<file path="src/rtl/pong_pkg.sv">
// rtl/pong_pkg.sv - shared state encoding and BCD limits for the match timer
package pong_pkg;

    typedef enum logic [1:0] {
        ST_IDLE  = 2'd0,
        ST_RUN   = 2'd1,
        ST_PAUSE = 2'd2,
        ST_DONE  = 2'd3
    } state_t;

    localparam logic [3:0] BCD_MAX_SEC_TENS = 4'd5;
    localparam logic [3:0] BCD_MAX_DIGIT    = 4'd9;

endpackage

</file>
<file path="src/rtl/bcd_down_digit.sv">
// rtl/bcd_down_digit.sv - one BCD down-counting digit with borrow chaining
module bcd_down_digit
    import pong_pkg::*;
#(
    parameter logic [3:0] MAX = BCD_MAX_DIGIT
) (
    input  logic       clk,
    input  logic       rst,
    input  logic       load,
    input  logic [3:0] load_val,
    input  logic       dec_in,
    output logic [3:0] digit,
    output logic       borrow_out
);

    assign borrow_out = dec_in && (digit == 4'd0);

    always_ff @(posedge clk) begin
        if (rst || load) begin
            digit <= load_val;
        end else if (dec_in) begin
            digit <= (digit == 4'd0) ? MAX : digit - 4'd1;
        end
    end

endmodule

</file>
<file path="src/rtl/match_timer.sv">
// rtl/match_timer.sv - MM:SS BCD countdown match clock driven by an edge-detected 1 Hz input
// Optional low-time indicator enabled by MATCH_TIMER_WARN_EN.
module match_timer
    import pong_pkg::*;
#(
    parameter int unsigned START_MIN = 2,
    parameter int unsigned START_SEC = 0,
    parameter int unsigned WARN_SEC  = 10
) (
    input  logic       clk,
    input  logic       rst,
    input  logic       clk_1Hz,
    input  logic       load,
    input  logic       start,
    input  logic       pause,
    output logic [3:0] min_tens,
    output logic [3:0] min_ones,
    output logic [3:0] sec_tens,
    output logic [3:0] sec_ones,
    output logic       running,
    output logic       done,
    output logic       time_up
`ifdef MATCH_TIMER_WARN_EN
    ,
    output logic       warn
`endif
);

    localparam logic [3:0] LV_MT = 4'(START_MIN / 10);
    localparam logic [3:0] LV_MO = 4'(START_MIN % 10);
    localparam logic [3:0] LV_ST = 4'(START_SEC / 10);
    localparam logic [3:0] LV_SO = 4'(START_SEC % 10);

    state_t state;
    logic   clk_1Hz_q;
    logic   tick_r;
    logic   dec;
    logic   is_zero;
    logic   at_one;
    logic   b_so, b_st, b_mo, b_mt;

    assign is_zero = ({min_tens, min_ones, sec_tens, sec_ones} == 16'h0000);
    assign at_one  = ({min_tens, min_ones, sec_tens, sec_ones} == 16'h0001);

    // Ticks only count in RUN with no competing command; the zero guard stops any wrap to 99:59.
    assign dec = tick_r && (state == ST_RUN) && !load && !pause && !is_zero;

    assign running = (state == ST_RUN);
    assign done    = (state == ST_DONE);

    bcd_down_digit #(.MAX(BCD_MAX_DIGIT)) u_sec_ones (
        .clk(clk), .rst(rst), .load(load), .load_val(LV_SO),
        .dec_in(dec), .digit(sec_ones), .borrow_out(b_so)
    );

    bcd_down_digit #(.MAX(BCD_MAX_SEC_TENS)) u_sec_tens (
        .clk(clk), .rst(rst), .load(load), .load_val(LV_ST),
        .dec_in(b_so), .digit(sec_tens), .borrow_out(b_st)
    );

    bcd_down_digit #(.MAX(BCD_MAX_DIGIT)) u_min_ones (
        .clk(clk), .rst(rst), .load(load), .load_val(LV_MO),
        .dec_in(b_st), .digit(min_ones), .borrow_out(b_mo)
    );

    bcd_down_digit #(.MAX(BCD_MAX_DIGIT)) u_min_tens (
        .clk(clk), .rst(rst), .load(load), .load_val(LV_MT),
        .dec_in(b_mo), .digit(min_tens), .borrow_out(b_mt)
    );

    always_ff @(posedge clk) begin
        if (rst) begin
            state     <= ST_IDLE;
            clk_1Hz_q <= 1'b0;
            tick_r    <= 1'b0;
            time_up   <= 1'b0;
        end else begin
            clk_1Hz_q <= clk_1Hz;
            tick_r    <= clk_1Hz && !clk_1Hz_q;
            time_up   <= 1'b0;
            if (load) begin
                state <= ST_IDLE;
            end else if (pause) begin
                if (state == ST_RUN) begin
                    state <= ST_PAUSE;
                end
            end else if (start && (state == ST_IDLE || state == ST_PAUSE)) begin
                if (state == ST_IDLE && is_zero) begin
                    state   <= ST_DONE;
                    time_up <= 1'b1;
                end else begin
                    state <= ST_RUN;
                end
            end else if (state == ST_RUN && tick_r && at_one) begin
                state   <= ST_DONE;
                time_up <= 1'b1;
            end
        end
    end

`ifdef MATCH_TIMER_WARN_EN
    logic [13:0] remaining;
    logic        warn_r;

    assign remaining = 14'(min_tens) * 14'd600 + 14'(min_ones) * 14'd60
                     + 14'(sec_tens) * 14'd10 + 14'(sec_ones);

    always_ff @(posedge clk) begin
        if (rst) begin
            warn_r <= 1'b0;
        end else begin
            warn_r <= (state == ST_RUN || state == ST_PAUSE) && (remaining <= 14'(WARN_SEC));
        end
    end

    // Masked by the live state so warn drops in the same cycle DONE (or IDLE) is entered.
    assign warn = warn_r && (state == ST_RUN || state == ST_PAUSE);
`endif

    logic unused_ok;
    assign unused_ok = b_mt;

endmodule
</file>
<file path="config.mk">
export PLATFORM = sky130hd
export DESIGN_NAME = match_timer
export DESIGN_NICKNAME = d
export VERILOG_FILES = /design/src/rtl/pong_pkg.sv /design/src/rtl/bcd_down_digit.sv /design/src/rtl/match_timer.sv
export SDC_FILE = /design/constraint.sdc
export NUM_CORES = 1
export LEC_CHECK = 0
export ABC_AREA = 0
export BUFFER_PORTS_ARGS = -buffer_cell sky130_fd_sc_hd__buf_4
export CORE_MARGIN = 2
export CORE_UTILIZATION = 30
export DETAILED_ROUTE_END_ITERATION = 6
export GPL_TIMING_DRIVEN = 0
export SLEW_MARGIN = 40
export SYNTH_ARGS = -nofsm -noshare
export SYNTH_HDL_FRONTEND = slang
export SYNTH_SLANG_ARGS = --single-unit
</file>
<file path="constraint.sdc">
create_clock -name clk -period 1.95 [get_ports clk]
set_clock_uncertainty 0.05 [all_clocks]
set_input_delay 0.2925 -clock clk [delete_from_list [all_inputs] [get_ports clk]]
set_output_delay 0.2925 -clock clk [all_outputs]
set_load 0.05 [all_outputs]
</file>
==> summary.md, run 1 <==
| Metric | Value |
|---|---|
| Row count | 21 |
| TritonCTS clock tree | done |
| Post-Route WL | 2330 um |
| P_int | 0.525 mW |
| Post-CTS Hold Fix Bufs | 0 |
| Synth Warn # | 0 |
| Maximum resistive drop on vdd | 0.000483 V |
| Crit-path leading delay family | simple AND/OR/NAND/NOR gates |
| Largest net degree at the start of global routing | 13 |
| DR DRC count | 0 |
| IO Port Bufs | 24 |
| Worst path max stage delay | roughly 460 ps |
| Clock-pin slew of the registers on the worst-case setup and hold paths | about 120 ps |
| Worst r2r src | u_sec_ones.digit[3] |
| Post-Syn Instances | between 100 and 150 |
| H-tree level count | 1 |
| Cell taking the most area after synthesis | dfxtp_1 |
| Synth area leaders | dfxtp_1 (41%), a21oi_1 (5.4%), mux2i_1 (3.9%) |
| Antenna diodes | 0 |
| Flop-to-flop setup slack | between 100 and 150 ps |
| CP Cell Sequence | or3_4 > nand4b_4 > or4_4 > and3_1 |
| DP HPWL | 1660 um |
| Total power | 0.685 mW |
| Final Hold Viols | 0 |
| Post-Syn Area | 1020 sq um |
| Setup TNS | 0 ps |
| CTS root buf | clkbuf_4 |
| Max FO, Critical Path | 10 |
| Clk buf depth | 2 |
| Worst Path Buf+Inv | 0 |
| Power share of the clock group | 30.9% |
| Hold Startpoint | rst |
| Switch Pwr | 0.160 mW |
| Vias after detailed routing | 937 |
| Worst Hold Path EP | clk_1Hz_q |
| First-pass GRT wire length | 4000 um |
| Layout area overhead | 27.6% |
| ANT nets after route | 0 |
| Storage cell area | 425 sq um |
| Fin. max-slew vios | 0 |
| Critical Path Start Type | flop |
| R2r endpoint | u_min_tens.digit[3] |
| Min Tclk post-route | 1830 ps |
| Sequential area share after synthesis | 41.3% |
| Leakage power | 0.533 nW |
| DRT iter0 DRCs | between 50 and 60 |
| Cell Pwr Density | 527 nW/um^2 |
| Setup violators final | 0 |
| HP Class | in2reg |
| CTS Sinks | 21 |
| Layout fillers | around 370 |
| Status | finished clean |
| Power share of the sequential group | between 60% and 70% |
| Die Span Y | 62.3 um |
| Synth Area per Inst | 9.34 sq um |
| Post-synth top area share | between 40% and 50% |
| Fmax | 0.545 GHz |
| Worst path arrival time | 2010 ps |
| Initial Util | 30.8% |
| Mapped Nets | 115 |
| Die area | 3880 sq um |
| Crit path kind | reg2reg |
| WP data required | roughly 2100 ps |
| Number of synthesized register bits | 21 |
| Final #Nets | around 150 |
| Slew @ Worst Pin | just under 600 ps |
| Comb pwr share | under 10% |
| Met2 usage | 19.0% |
| # IOs | 25 |
| Grt ovf | 0 |
| Met1 Track Usage GR | 17.7% |
| Sw Share | 23.3% |
| Worst hold stages | 2 |
| Layout cells sized above 1 | 33.3% |
| Multi-input gate area | ~600 sq um |
| Cts bufs inserted | 3 |
| Final Cycle Share | a little over nine tenths |
| Drt wl/cell | 12.6 um |
| Crit end category | flop |
| Max-cap violations | 0 |
| Max_slew headroom | 61.0% |
| Core ar. | 3310 sq um |
| RD Place Congestion | 0.764 |
| M3 GR Usage | between 4 and 5% |
| Grt peak-use layer | met2 |
| Number of global-route vias before repair | 835 |
| Antenna violations before repair | 0 |
| Yosys cell types | 40 |
| R2R cell count | 4 |
| RSZ-0062 raised after global routing | no |
| CP max stage cell | or4_4 |
| Die Wd | approximately 62 um |
| Worst-Skew Late Latency | 310 ps |
| GRT Util Overall | 12.9% |
| 1st-pass router iterations | 4 |
| Vias per Instance | 5.09 |
-- kinds of logic after synthesis --
group           after synthesis  share of synthesized area (%)
mux                           4                           3.93
buf+inv                       5                           1.84
simple gates                 48                           33.5
flops                        21                           41.3
compound gates               31                           19.4
-- layer usage --
layer | vias to the layer above | share of wire [%]
met2 | 26 | 44
met3 | 2 | 6.7
met5 | - | 0
met4 | 0 | 0.77
met1 | 433 | 48
li1 | 476 | -
-- worst max-delay path by stage --
| stage | startpoint | endpoint | slack, ps | depth (start not counted) |
|---|---|---|---|---|
| after floorplan | u_sec_tens.digit[0] | u_min_tens.digit[3] | 8 | 4 |
| after global placement | u_min_ones.digit[2] | u_sec_tens.digit[2] | 100 | 4 |
| after detailed placement | u_min_ones.digit[2] | u_min_tens.digit[1] | 90 | 4 |
| after CTS | u_min_ones.digit[2] | u_min_tens.digit[1] | 60 | 4 |
| after global routing | u_sec_ones.digit[0] | u_sec_tens.digit[2] | 20 | 4 |
| final | u_sec_ones.digit[3] | u_min_tens.digit[3] | 120 | 4 |
-- metrics by stage --
stage | cell area (sq um) | setup WS (ps) | hold slack, ps | util [%] | cells
5_1_grt | 1300 | 17.0 | 130 | 39.3 | 184
2_1_floorplan | 1020 | 7.75 | 317 | - | 109
3_3_place_gp | 1260 | 105 | 323 | 38.1 | 179
4_1_cts | 1290 | 56.3 | 122 | 38.9 | 183
6_report | 1300 | 116 | 142 | 39.3 | 184
3_5_place_dp | 1260 | 90.0 | 329 | 38.1 | 179
-- flip-flops by register name (all words and copies together) (netlist names) --
| signal | cells |
|---|---|
| u_min_ones.digit | 4 |
| state | 2 |
| u_min_tens.digit | 4 |
| tick_r | 1 |
| u_sec_tens.digit | 4 |
| time_up | 1 |
| u_sec_ones.digit | 4 |
| clk_1Hz_q | 1 |
-- power groups by stage --
stage / logic [mW] / registers [mW] / clock network (mW)
floorplan: 0.0205 / 0.444 / 0
global placement: 0.0381 / 0.444 / 0
detailed placement: 0.0388 / 0.444 / 0
CTS: 0.0389 / 0.435 / 0.222
global route: 0.0430 / 0.436 / 0.244
finish: 0.0388 / 0.435 / 0.211
-- Yosys cell counts --
cell type / count
a2111o_1: 1
a2111oi_1: 1
a211oi_1: 1
a21o_1: 1
a21oi_1: 11
a311o_1: 1
a31oi_1: 1
and2_1: 1
and3_1: 1
and4b_1: 1
and4bb_2: 1
clkbuf_1: 1
dfxtp_1: 21
inv_1: 4
mux2i_1: 4
nand2_1: 8
nand3_1: 1
nand3b_1: 1
nand4_1: 1
nand4b_4: 1
nand4bb_1: 1
nor2_1: 6
nor2b_1: 3
nor2b_4: 1
nor3_1: 1
nor3_2: 1
nor3b_1: 1
nor4_1: 2
nor4_4: 1
o211ai_1: 1
o21ai_0: 8
o21bai_1: 1
o31ai_1: 3
o31ai_2: 1
or2_2: 4
or3_1: 5
or3_4: 1
or4_1: 3
or4_4: 1
or4b_1: 1
-- cell type report --
type / instances / area share [%]
multi-input cells: 83 / 44.9
flip-flops and latches: 21 / 32.7
repair buffers: 25 / 14.4
well taps: 46 / 4.43
clock buffers: 3 / 1.73
inverters: 4 / 1.15
clock inverters: 1 / 0.385
plain buffers: 1 / 0.289
-- layout by cell type, fill, tap and decap left out, types with 2 or more instances in the layout --
| cell | n |
|---|---|
| buf_4 | 25 |
| dfxtp_1 | 17 |
| a21oi_1 | 11 |
| nand2_1 | 8 |
| o21ai_0 | 8 |
| nor2_1 | 6 |
| or3_1 | 5 |
| or2_2 | 4 |
| mux2i_1 | 4 |
| inv_1 | 4 |
| dfxtp_2 | 4 |
| nor2b_1 | 3 |
| o31ai_1 | 3 |
| clkbuf_4 | 3 |
| or4_4 | 2 |
| or4_1 | 2 |
| nor4_1 | 2 |
-- timing repair --
action | 4_1_cts | 5_1_grt
endpoints found under the setup margin | 0 | 6
resized for setup | 0 | 2
setup buffers | 0 | 1
(Power assumes the default switching activity.)
==> inputs of run 2 (changes only) <==
Settings changed: CORE_UTILIZATION 30 to 50, PLACE_DENSITY set to 0.84, SLEW_MARGIN 40 to unset.
==> summary.md, run 2 (same netlist as run 1, synthesis figures left out) <==
| Metric | Value |
|---|---|
| 1st-pass router iterations | 5 (+1) |
| R2R cell count | 5 (+1) |
| Die Wd | 49.1 um (-21%) |
| IO Port Bufs | 24 (unchanged) |
| Clock-pin slew of the registers on the worst-case setup and hold paths | 120 ps (about the same) |
| CTS resizes | 0 (unchanged) |
| Placed cells | 160 (-11%) |
| R2r endpoint | state[1] |
| Worst path arrival time | 2030 ps (+20 ps) |
| H-tree level count | 1 (unchanged) |
| ANT nets after route | 0 (unchanged) |
| Vias per Instance | 5.72 (+12%) |
| RSZ-0062 raised after global routing | no |
| Row count | 16 (-24%) |
| Critical Path Start Type | flop |
| Worst Hold Path EP | clk_1Hz_q |
| Min Tclk post-route | 1850 ps (+19.2 ps) |
| Max-cap violations | 0 (unchanged) |
| Maximum resistive drop on vdd | 0.000447 V (-7.5%) |
| Max FO, Critical Path | 8 (-2) |
| Number of global-route vias before repair | 854 (+2.3%) |
| Fmax | 0.540 GHz (-1.0%) |
| Antenna violations before repair | 0 (unchanged) |
| CP max stage cell | or4_4 |
| Worst hold stages | 2 (unchanged) |
| Grt ovf | 0 (unchanged) |
| Crit-path leading delay family | simple AND/OR/NAND/NOR gates |
| Slew @ Worst Pin | 537 ps (-45.7 ps) |
| DR DRC count | 0 (unchanged) |
| Setup violators final | 0 (unchanged) |
| Total power | 0.679 mW (-0.82%) |
| RD Place Congestion | 0.764 (about the same) |
| Die Span Y | 49.1 um (-21%) |
| TritonCTS clock tree | done |
| Clk buf depth | 2 (unchanged) |
| Worst Path Buf+Inv | 1 (+1) |
| Flop-to-flop setup slack | 100 ps (-20 ps) |
| Cell Pwr Density | 534 nW/um^2 (+1.4%) |
| Worst-Skew Late Latency | 300 ps (about the same) |
| Setup WS pre-CTS | 116 ps (+25.9 ps) |
| DP HPWL | 1590 um (-4.2%) |
| HP Class | in2reg |
| Setup slack after layout | 96.9 ps (-19.2 ps) |
| Min Hold Slack | 158 ps (+15.4 ps) |
| Most frequent cells in the layout | buf_4 (25), dfxtp_1 (18), a21oi_1 (11), nand2_1 (8), o21ai_0 (8) |
| Cts bufs inserted | 3 (unchanged) |
| Worst path max stage delay | 580 ps (+120 ps) |
| DRT iter0 DRCs | 17 (-67%) |
| CTS root buf | clkbuf_4 |
| Die area | 2410 sq um (-38%) |
| Crit path kind | reg2reg |
| Setup TNS | 0 ps (unchanged) |
| Fin. max-slew vios | 0 (unchanged) |
| Hold Startpoint | rst |
| Core ar. | 1940 sq um (-41%) |
| Drt wl/cell | 13.1 um (+3.5%) |
| Post-Route WL | 2160 um (-7.2%) |
| WP data required | 2130 ps (about the same) |
| Leakage power | 0.531 nW (-0.39%) |
| First-pass GRT wire length | 3680 um (-7.9%) |
| Largest net degree at the start of global routing | 13 (unchanged) |
| Fin util | 65.5% (+26 points) |
| Vias after detailed routing | 944 (+0.75%) |
| Area after DPL | 1240 sq um (-1.9%) |
| Post-Layout Cell Count | 165 (-10%) |
| CTS Sinks | 21 (unchanged) |
| CP Cell Sequence | or4_4 > nor4_4 > buf_4 > and4b_1 > o21bai_1 |
| Layout cells sized above 1 | 31.9% (-1.4 points) |
| GRT Util Overall | 19.1% (+6.3 points) |
| # IOs | 25 (unchanged) |
| Worst r2r src | u_min_ones.digit[2] |
| Crit end category | flop |
| Final #Nets | 145 (unchanged) |
| Final Cell Area | 1270 sq um (-2.2%) |
| Max_slew headroom | 64.1% (+3.1 points) |
| Initial Util | 52.4% (+22 points) |
| Antenna diodes | 0 (unchanged) |
| Layout area overhead | 24.8% |
| Final Hold Viols | 0 (unchanged) |
| Status | finished clean |
| Final Cycle Share | 95.0% (+0.98 points) |
| Commonest non-fill, non-tap cell in the layout | buf_4 |
==> run 2: how the worst max path moves through the flow <==
stage	start	cells past startpoint	end	slack, ps
floorplan	u_sec_tens.digit[0]	4	u_min_tens.digit[3]	8
global placement	u_min_ones.digit[2]	4	u_min_tens.digit[1]	140
detailed placement	u_sec_ones.digit[3]	4	u_min_tens.digit[3]	120
CTS	u_min_ones.digit[2]	4	u_min_tens.digit[1]	80
global route	u_min_ones.digit[2]	5	state[1]	20
finish	u_min_ones.digit[2]	5	state[1]	100
==> run 2: repair_timing <==
action / in CTS / in global routing
setup buffers: 0 / 1
hold buffers: 0 / 0
endpoints found under the setup margin: 0 / 4
==> run 2: power breakdown <==
part           internal (mW)  switching, mW  total, mW
Combinational         0.0165         0.0218     0.0384
Clock                 0.0764          0.130      0.206
Sequential             0.432        0.00260      0.435
==> run 2: worst reg2reg max path, delay by kind of cell (launching register included) <==
| kind | cells | cell delay, ps |
|---|---|---|
| AO/OA/AOI/OAI | 1 | 110 |
| AND/OR/NAND/NOR | 3 | 1040 |
| flip-flops | 1 | 370 |
| buffers and inverters | 1 | 210 |
==> run 2: layout make-up <==
cell class	count	area (sq um)
fill	168	671
tap	27	33.8
multi-input combinational	83	579
timing repair buffer	25	188
sequential	21	424
buffer	1	3.75
clock inverter	1	5.00
clock buffer	3	22.5
inverter	4	15.0
==> run 2: per-layer routing <==
metal | routed length [um] | vias up | global-route usage, %
met1 | 940 | 439 | 24.2
li1 | - | 474 | -
met3 | 109 | 4 | 2.15
met4 | 23 | 0 | 5.71
met5 | 0 | - | 0
met2 | 1090 | 27 | 34.0
